$ cat config.mk
export PLATFORM = sky130hd
export DESIGN_NAME = oam_dma_arbiter
export DESIGN_NICKNAME = d
export VERILOG_FILES = /design/src/rtl/oam_dma_arbiter.sv
export SDC_FILE = /design/constraint.sdc
export NUM_CORES = 1
export LEC_CHECK = 0
export CORE_ASPECT_RATIO = 1.2
export CORE_MARGIN = 5
export CORE_UTILIZATION = 38
export CTS_BUF_LIST = sky130_fd_sc_hd__clkbuf_8 sky130_fd_sc_hd__clkbuf_16
export DETAILED_ROUTE_END_ITERATION = 10
export PLACE_DENSITY = 0.86
export SLEW_MARGIN = 20
export SYNTH_ARGS = -nofsm -noshare
export SYNTH_HDL_FRONTEND = slang
export SYNTH_SLANG_ARGS = --single-unit
export TNS_END_PERCENT = 20
$ cat constraint.sdc
create_clock -name clk -period 4.2 [get_ports clk]
set_input_delay 1.26 -clock clk [delete_from_list [all_inputs] [get_ports clk]]
set_output_delay 1.26 -clock clk [all_outputs]
set_load 0.05 [all_outputs]
$ cat src/rtl/oam_dma_arbiter.sv
// FF46 OAM-DMA register and main-bus arbiter between the core and the 160-byte OAM copy engine.
// The FF00-FFFF high port is never arbitrated, so the core can run from HRAM during a transfer.
module oam_dma_arbiter #(
  parameter logic [15:0] DMA_REG_ADDR = 16'hFF46,
  parameter int unsigned XFER_LEN     = 160,
  parameter int unsigned START_DELAY  = 1
) (
  input  logic        clk,
  input  logic        rst,
  input  logic        ce,
  input  logic [15:0] cpu_addr,
  input  logic        cpu_write,
  input  logic [7:0]  cpu_wdata,
  output logic [7:0]  cpu_rdata,
  output logic [15:0] mem_addr,
  output logic        mem_write,
  output logic [7:0]  mem_wdata,
  input  logic [7:0]  mem_rdata,
  output logic [7:0]  hi_addr,
  output logic        hi_write,
  input  logic [7:0]  hi_rdata,
  output logic [7:0]  oam_addr,
  output logic [7:0]  oam_wdata,
  output logic        oam_we,
  output logic        dma_active
);

  localparam int unsigned IDX_W = 8;
  localparam int unsigned DLY_W = (START_DELAY > 1) ? $clog2(START_DELAY) : 1;

  typedef enum logic [1:0] {ST_IDLE, ST_START, ST_XFER} state_t;

  state_t             state_q, state_d;
  logic [7:0]         page_q, page_d;
  logic [IDX_W-1:0]   index_q, index_d;
  logic [DLY_W-1:0]   dly_q, dly_d;

  logic       hi_sel;
  logic       reg_hit;
  logic       reg_wr;
  logic       active;
  logic [7:0] src;

  assign hi_sel  = (cpu_addr[15:8] == 8'hFF);
  assign reg_hit = (cpu_addr == DMA_REG_ADDR);
  assign reg_wr  = ce & cpu_write & reg_hit;
  assign active  = (state_q != ST_IDLE);
  // Echo-RAM fold: pages E0-FF source from C0-DF.
  assign src     = (page_q >= 8'hE0) ? (page_q & 8'hDF) : page_q;

  always_ff @(posedge clk or negedge rst) begin
    if (!rst) begin
      state_q <= ST_IDLE;
      page_q  <= 8'h00;
      index_q <= '0;
      dly_q   <= '0;
    end else begin
      state_q <= state_d;
      page_q  <= page_d;
      index_q <= index_d;
      dly_q   <= dly_d;
    end
  end

  // Next state; a register write in any state (re)starts the transfer and wins over completion.
  always_comb begin
    state_d = state_q;
    page_d  = page_q;
    index_d = index_q;
    dly_d   = dly_q;

    case (state_q)
      ST_IDLE: ;
      ST_START: begin
        if (ce) begin
          if (dly_q == DLY_W'(START_DELAY - 1)) begin
            state_d = ST_XFER;
          end else begin
            dly_d = dly_q + 1'b1;
          end
        end
      end
      ST_XFER: begin
        if (ce) begin
          if (index_q == IDX_W'(XFER_LEN - 1)) begin
            state_d = ST_IDLE;
            index_d = '0;
          end else begin
            index_d = index_q + 1'b1;
          end
        end
      end
      default: state_d = ST_IDLE;
    endcase

    if (reg_wr) begin
      page_d  = cpu_wdata;
      index_d = '0;
      dly_d   = '0;
      state_d = ST_START;
    end
  end

  // Bus steering and core read mux, combinational from held state.
  always_comb begin
    mem_addr   = cpu_addr;
    mem_write  = cpu_write & ~hi_sel & ~active;
    mem_wdata  = cpu_wdata;
    hi_addr    = cpu_addr[7:0];
    hi_write   = cpu_write & hi_sel & ~reg_hit;
    oam_addr   = index_q;
    oam_wdata  = mem_rdata;
    oam_we     = 1'b0;
    dma_active = active;

    if (hi_sel) begin
      cpu_rdata = reg_hit ? page_q : hi_rdata;
    end else begin
      cpu_rdata = active ? 8'hFF : mem_rdata;
    end

    if (state_q == ST_XFER) begin
      mem_addr = {src, index_q};
      oam_we   = ce;
    end
  end

endmodule

Word-level counts from Yosys, hierarchy flattened

Index checks and enable logic that the tools add are counted.
Widths: inputs -> output; s select.

Latch bits: 0
Memory bits (read-only): 0
Word-level logic and storage cells: 54
Memories kept: 0
Register bits: 19
Output and inout port bits: 60
RAM bits: 0
Input port bits: 44

Order comparisons: 1
Mux-type cells: 20
Shifts and indexed selects: 0
Eq/ne operators: 10
Multipliers: 0
Bitwise logic cells: 9
Reductions and logical operators: 8
Div/mod/pow operators: 0
Add/subtract/negate cells: 2

Operators by type and width:

| kind                 | number |
|---|---|
| $mux 8               | 7 |
| $eq 16x16->1 const B | 1 |
| $eq 8x8->1 const B   | 2 |
| $mux 16              | 1 |
| $ne 3x3->1 const B   | 4 |
| $mux 2               | 5 |
| $add 8x1->8 const B  | 1 |
| $ge 8x8->1 const B   | 1 |
| $reduce_bool 2->1    | 4 |
| $and 1x1->1          | 6 |
| $mux 6               | 1 |
| $pmux 2 s3           | 1 |
| $mux 1               | 5 |
| $reduce_and 5->1     | 1 |
| $reduce_and 2->1     | 2 |
| $not 1->1            | 3 |
| $eq 2x1->1 const B   | 1 |
| $eq 2x2->1 const B   | 1 |
| $logic_not 2->1      | 1 |
| $ne 2x2->1 const B   | 1 |
| $add 1x1->1 const B  | 1 |

Logic depth before layout (Yosys ltp)

Gate-level depths: netlist of run 1.

Word-level depth: 5
Gate-level depth with buffers: 5
Mapped depth without buffers: 5

Worst setup path before layout of run 1

Ideal clock, no wire load.

Path kind: in2out
From: input port cpu_addr[15]
To: output port mem_write
Arrival time: 2.867 ns
Setup slack: 0.073 ns
Path buffers: 1
Stages on the path: 4
Required time: 2.940 ns
Path through: nand4_1 > nor2_1 > clkbuf_1 > nor3b_1

Longest elaborated chain between the ends: 4

Ends and longest elaborated chain:

| what                      | RTL line | source |
|---|---|---|
| start, declared           | 11       | `input logic [15:0] cpu_addr,` |
| $eq 8x8->1                | 44       | `assign hi_sel = (cpu_addr[15:8] == 8'hFF);` |
| $not 1->1                 | 107      | `mem_write = cpu_write & ~hi_sel & ~active;` |
| $and 1x1->1 (2 in series) | 107      |  |
| end, declared             | 16       | `output logic mem_write,` |

No other way between the ends.

Worst setup path after layout of run 1

From: input port cpu_addr[5]
To: output port cpu_rdata[0]

Longest elaborated chain between the ends: 3

Ends and longest elaborated chain:

| what          | RTL line | source |
|---|---|---|
| $eq 16x16->1  | 45       | `assign reg_hit = (cpu_addr == DMA_REG_ADDR);` |
| $mux 8        | 117      | `cpu_rdata = reg_hit ? page_q : hi_rdata;` |
| $mux 8        | 116      | `if (hi_sel) begin` |
| end, declared | 14       | `output logic [7:0] cpu_rdata,` |

No other way between the ends.

==> results of run 1 <==
final cells by class:
type,instances,area (um^2),area share
timing repair buffer,115,1161,0.4533
multi-input combinational,104,819.5,0.3200
sequential,18,450.4,0.1759
tap,54,67.56,0.02638
clock buffer,4,55.05,0.02149
inverter,2,7.507,0.002931
critical path: stages:
cell and delay [ns]:
sky130_fd_sc_hd__clkdlybuf4s50_1 0.45, sky130_fd_sc_hd__nor4b_4 0.37, sky130_fd_sc_hd__nand2_4 0.17, sky130_fd_sc_hd__mux2i_1 0.16, sky130_fd_sc_hd__a21oi_1 0.25, sky130_fd_sc_hd__buf_12 0.17
per-layer routing:
| layer | track usage | up-vias |
|---|---|---|
| met5 | 0 | - |
| met4 | 0.06694 | 0 |
| met3 | 0.01697 | 9 |
| met2 | 0.3176 | 36 |
| met1 | 0.2221 | 706 |
| li1 | - | 715 |
report_power, final:
group | internal [uW] | switching (uW) | leakage (uW)
combinational | 172 | 292 | 0.000941
sequential | 196 | 38.1 | 0.000235
clock | 83.4 | 58.7 | 0.0000288
total | 452 | 388 | 0.00120
worst min-delay path by stage:
stage	start	to	slack, ns
2_1_floorplan	page_q[0]	page_q[0]	0.50
3_3_place_gp	page_q[5]	page_q[5]	0.52
3_5_place_dp	page_q[2]	page_q[2]	0.53
4_1_cts	page_q[2]	page_q[2]	0.55
5_1_grt	page_q[2]	page_q[2]	0.56
6_report	page_q[2]	page_q[2]	0.55
stage by stage:
stage	utilization	total power (uW)	hold slack, ns
final	0.6603	840.1	0.5529
after global routing	0.6603	876.2	0.5608
after CTS	0.6590	843.8	0.5480
after detailed placement	0.6448	699.4	0.5327
after global placement	0.6448	693.7	0.5199
after floorplan	-	531.3	0.4969
flip-flops by register name, indices dropped and copies added, names as in the netlist:
| name | count |
|---|---|
| page_q | 8 |
| oam_addr | 8 |
| state_q | 2 |
Yosys cell counts (2+ instances only):
master | instances | area, um^2
sky130_fd_sc_hd__o21ai_0 | 2 | 10.01
sky130_fd_sc_hd__a311oi_1 | 2 | 17.52
sky130_fd_sc_hd__dfrtp_1 | 18 | 450.4
sky130_fd_sc_hd__buf_2 | 3 | 15.01
sky130_fd_sc_hd__buf_4 | 24 | 180.2
sky130_fd_sc_hd__mux2i_1 | 10 | 100.1
sky130_fd_sc_hd__and3_1 | 2 | 12.51
sky130_fd_sc_hd__nor2_1 | 6 | 22.52
sky130_fd_sc_hd__xor2_1 | 3 | 26.28
sky130_fd_sc_hd__buf_6 | 2 | 22.52
sky130_fd_sc_hd__a21oi_1 | 11 | 55.05
sky130_fd_sc_hd__clkbuf_1 | 2 | 7.510
sky130_fd_sc_hd__and2_1 | 4 | 25.02
sky130_fd_sc_hd__nor3_1 | 10 | 50.05
sky130_fd_sc_hd__mux2_2 | 22 | 247.7
sky130_fd_sc_hd__nand2b_1 | 2 | 12.51
sky130_fd_sc_hd__nand4_1 | 6 | 37.54
sky130_fd_sc_hd__nand2_1 | 5 | 18.77
sky130_fd_sc_hd__inv_1 | 2 | 7.510
sky130_fd_sc_hd__nand3_1 | 3 | 15.01
kinds of logic (layout without fill, tap and decap cells):
kind of cell | after synthesis | after routing | share of synthesized area
xor gates and xnor gates | 3 | 3 | 0.01755
and+or+nand+nor | 48 | 48 | 0.1972
adders and majority gates | 1 | 1 | 0.008353
muxes | 33 | 33 | 0.2423
DFF | 18 | 18 | 0.3008
AOI/OAI and AO/OA | 19 | 19 | 0.07853
buffers and inverters | 33 | 121 | 0.1554
placed cells by master, fill, tap and decap left out:
cell | netlist | routed
sky130_fd_sc_hd__clkdlybuf4s50_1 | 0 | 69
sky130_fd_sc_hd__buf_4 | 24 | 36
sky130_fd_sc_hd__mux2_2 | 22 | 22
sky130_fd_sc_hd__dfrtp_1 | 18 | 18
sky130_fd_sc_hd__a21oi_1 | 11 | 11
sky130_fd_sc_hd__mux2i_1 | 10 | 10
sky130_fd_sc_hd__nor3_1 | 10 | 10
sky130_fd_sc_hd__buf_12 | 0 | 10
sky130_fd_sc_hd__nand4_1 | 6 | 6
sky130_fd_sc_hd__nor2_1 | 6 | 6
sky130_fd_sc_hd__nand2_1 | 5 | 5
sky130_fd_sc_hd__and2_1 | 4 | 4
sky130_fd_sc_hd__clkbuf_8 | 0 | 4
sky130_fd_sc_hd__nand3_1 | 3 | 3
sky130_fd_sc_hd__xor2_1 | 3 | 3
sky130_fd_sc_hd__inv_1 | 2 | 2
sky130_fd_sc_hd__o21ai_0 | 2 | 2
sky130_fd_sc_hd__and3_1 | 2 | 2
sky130_fd_sc_hd__nand2b_1 | 2 | 2
sky130_fd_sc_hd__a311oi_1 | 2 | 2
sky130_fd_sc_hd__nor2b_1 | 1 | 1
sky130_fd_sc_hd__and4bb_2 | 1 | 1
sky130_fd_sc_hd__nor4b_4 | 1 | 1
sky130_fd_sc_hd__nand2_4 | 0 | 1
sky130_fd_sc_hd__or2_2 | 1 | 1
sky130_fd_sc_hd__nor3b_1 | 1 | 1
sky130_fd_sc_hd__and3b_1 | 1 | 1
sky130_fd_sc_hd__or2_1 | 1 | 1
sky130_fd_sc_hd__nor3_4 | 1 | 1
sky130_fd_sc_hd__o311a_1 | 1 | 1
sky130_fd_sc_hd__a211o_1 | 1 | 1
sky130_fd_sc_hd__mux2_4 | 1 | 1
sky130_fd_sc_hd__a41oi_1 | 1 | 1
sky130_fd_sc_hd__nand3b_1 | 1 | 1
sky130_fd_sc_hd__o21bai_1 | 1 | 1
sky130_fd_sc_hd__ha_1 | 1 | 1
what timing repair did:
item / 4_1_cts / 5_1_grt
setup endpoints to repair: 0 / 9
buffers inserted: 0 / 0
resized for setup: 0 / 1
hold buffers: 0 / 0
==> run summary, run 1 <==
Worst Hold Path Cells: 1
Final Hold Viols: 0
Count of port buffers added during placement: 103
Global-route wire length before repair: 7383 um
Remaining DRCs: 0
Setup repair after global routing missed its margin: false
Type of the worst min-delay path: reg -> reg
Total via count in the routed design: 1466
Aggregate global routing overflow: 0
Via-to-Cell Ratio: 4.936
Maximum number of pins on one net before global-route repair: 20
Post-Place Worst Slack: 0.01867 ns
Number of DRC violations after detailed-routing iteration 0: 85
Gr usage total: 0.1802
Proportion of register bits with asynchronous set or reset after synthesis: 1.000
Highest metal layer with signal wires: met4
Average size of a mapped cell: 9.662 um^2
Result of the run: finished clean
Detailed-routing wirelength on met1: 1840 um
Worst r2r dst: state_q[1]
Antenna violations before repair: 0
Die boundary height: 78.77 um
Final slew viol count: 0
Yosys warnings: 0
Number of buffers added by the clock tree synthesis step: 3
Setup crit end kind: primary output
Dominant register cell in the synthesized netlist: sky130_fd_sc_hd__dfrtp_1
WL/cell: 15.92 um
Post-CTS clock slew at the launch and capture registers of the worst setup and hold paths: 0.06 ns
Achievable Freq: 243.4 MHz
Number of nets in the synthesized netlist: 200
Final GP Congestion: 0.8202
Number of cells after detailed placement: 293
CP Class: in -> out
Final worst setup slack: 0.09143 ns
Number of enable flip-flop cells after synthesis: 0
Overall die area: 5302 um^2
Fraction of final layout cells sized beyond drive strength 1: 0.3210
Slew of the pin with the lowest slew margin: 0.7939 ns
Post-Layout Cell Count: 297
Insertion delay of the later-clocked pin in the worst-skew pair: 0.26 ns
Pleak: 0.001205 uW
IR Drop Worst-Case VDD: 0.0003244 V
DRT Wirelength: 4729 um
Vias in the first global route: 1463
Final-layout fill cell count: 318
Cell count after synthesis: 155
Number of maximum-capacitance violations: 0
Startpoint Class: input port
Worst-case register-to-register setup slack: 2.56 ns
Critical path data arrival time: 2.85 ns
Post-Route Skew: 0.003830 ns
Met3 wire length: 158 um
CP max FO: 9
Synth-to-Final Area Change: 71.01%
Routed met2 length: 2642 um
Number of ports placed on the die boundary: 104
Num Clock Sinks: 18
Initial Util: 0.3861
Final worst-path cycle share: 0.9782
Initial DRT Pass Iterations: 4
Number of setup violations in the final report: 0
Launch point of the worst reg-to-reg path: state_q[0]
HPWL after DPL: 3890 um
Number of different library cells in the post-synthesis netlist: 36
CTS tree: done
Standard-cell rows: 25
Antenna diode count: 0
CP startpoint: cpu_addr[5]
Final layout net count: 289
Power per cell area: 328.0 nW/um^2
Crit path required time: 2.94 ns
Shortest period the worst path allows: 4.109 ns
Synthesized area: 1498 um^2
Total negative slack for setup checks: 0 ns
Antenna Violating Nets Remaining: 0
Timing endpoint of the critical path: cpu_rdata[0]
Buffer type at the clock tree root: sky130_fd_sc_hd__clkbuf_8
Final design instance area without fill: 2561 um^2
Total placed instance area: 2501 um^2
Seq cells post-synth: 18
Maximum level of the CTS H-tree: 1
Core Box Area: 3879 um^2
Proportion of synthesized chip area in sequential cells: 0.3008
Cell count of the worst reg-to-reg path: 4
Die width: 67.31 um
Tightest slew margin relative to the limit: 0.4691
Buffer depth of the longest clock path: 2
Note: power is estimated with default switching activity, not from simulation.
==> run 2: changes to the inputs <==
--- a/config.mk
+++ b/config.mk
@@ -11,6 +11,7 @@
 export CTS_BUF_LIST = sky130_fd_sc_hd__clkbuf_8 sky130_fd_sc_hd__clkbuf_16
 export DETAILED_ROUTE_END_ITERATION = 10
 export PLACE_DENSITY = 0.86
+export SKIP_LAST_GASP = 1
 export SLEW_MARGIN = 20
 export SYNTH_ARGS = -nofsm -noshare
 export SYNTH_HDL_FRONTEND = slang
==> results of run 2 <==
Final layout, timing and power as in run 1 (identical DEF).
==> run 3: changes to the inputs <==
--- a/config.mk
+++ b/config.mk
@@ -5,6 +5,7 @@
 export SDC_FILE = /design/constraint.sdc
 export NUM_CORES = 1
 export LEC_CHECK = 0
+export ABC_CLOCK_PERIOD_IN_PS = 4200
 export CORE_ASPECT_RATIO = 1.2
 export CORE_MARGIN = 5
 export CORE_UTILIZATION = 38
==> results of run 3 <==
Final layout, timing and power as in run 1 (identical DEF).
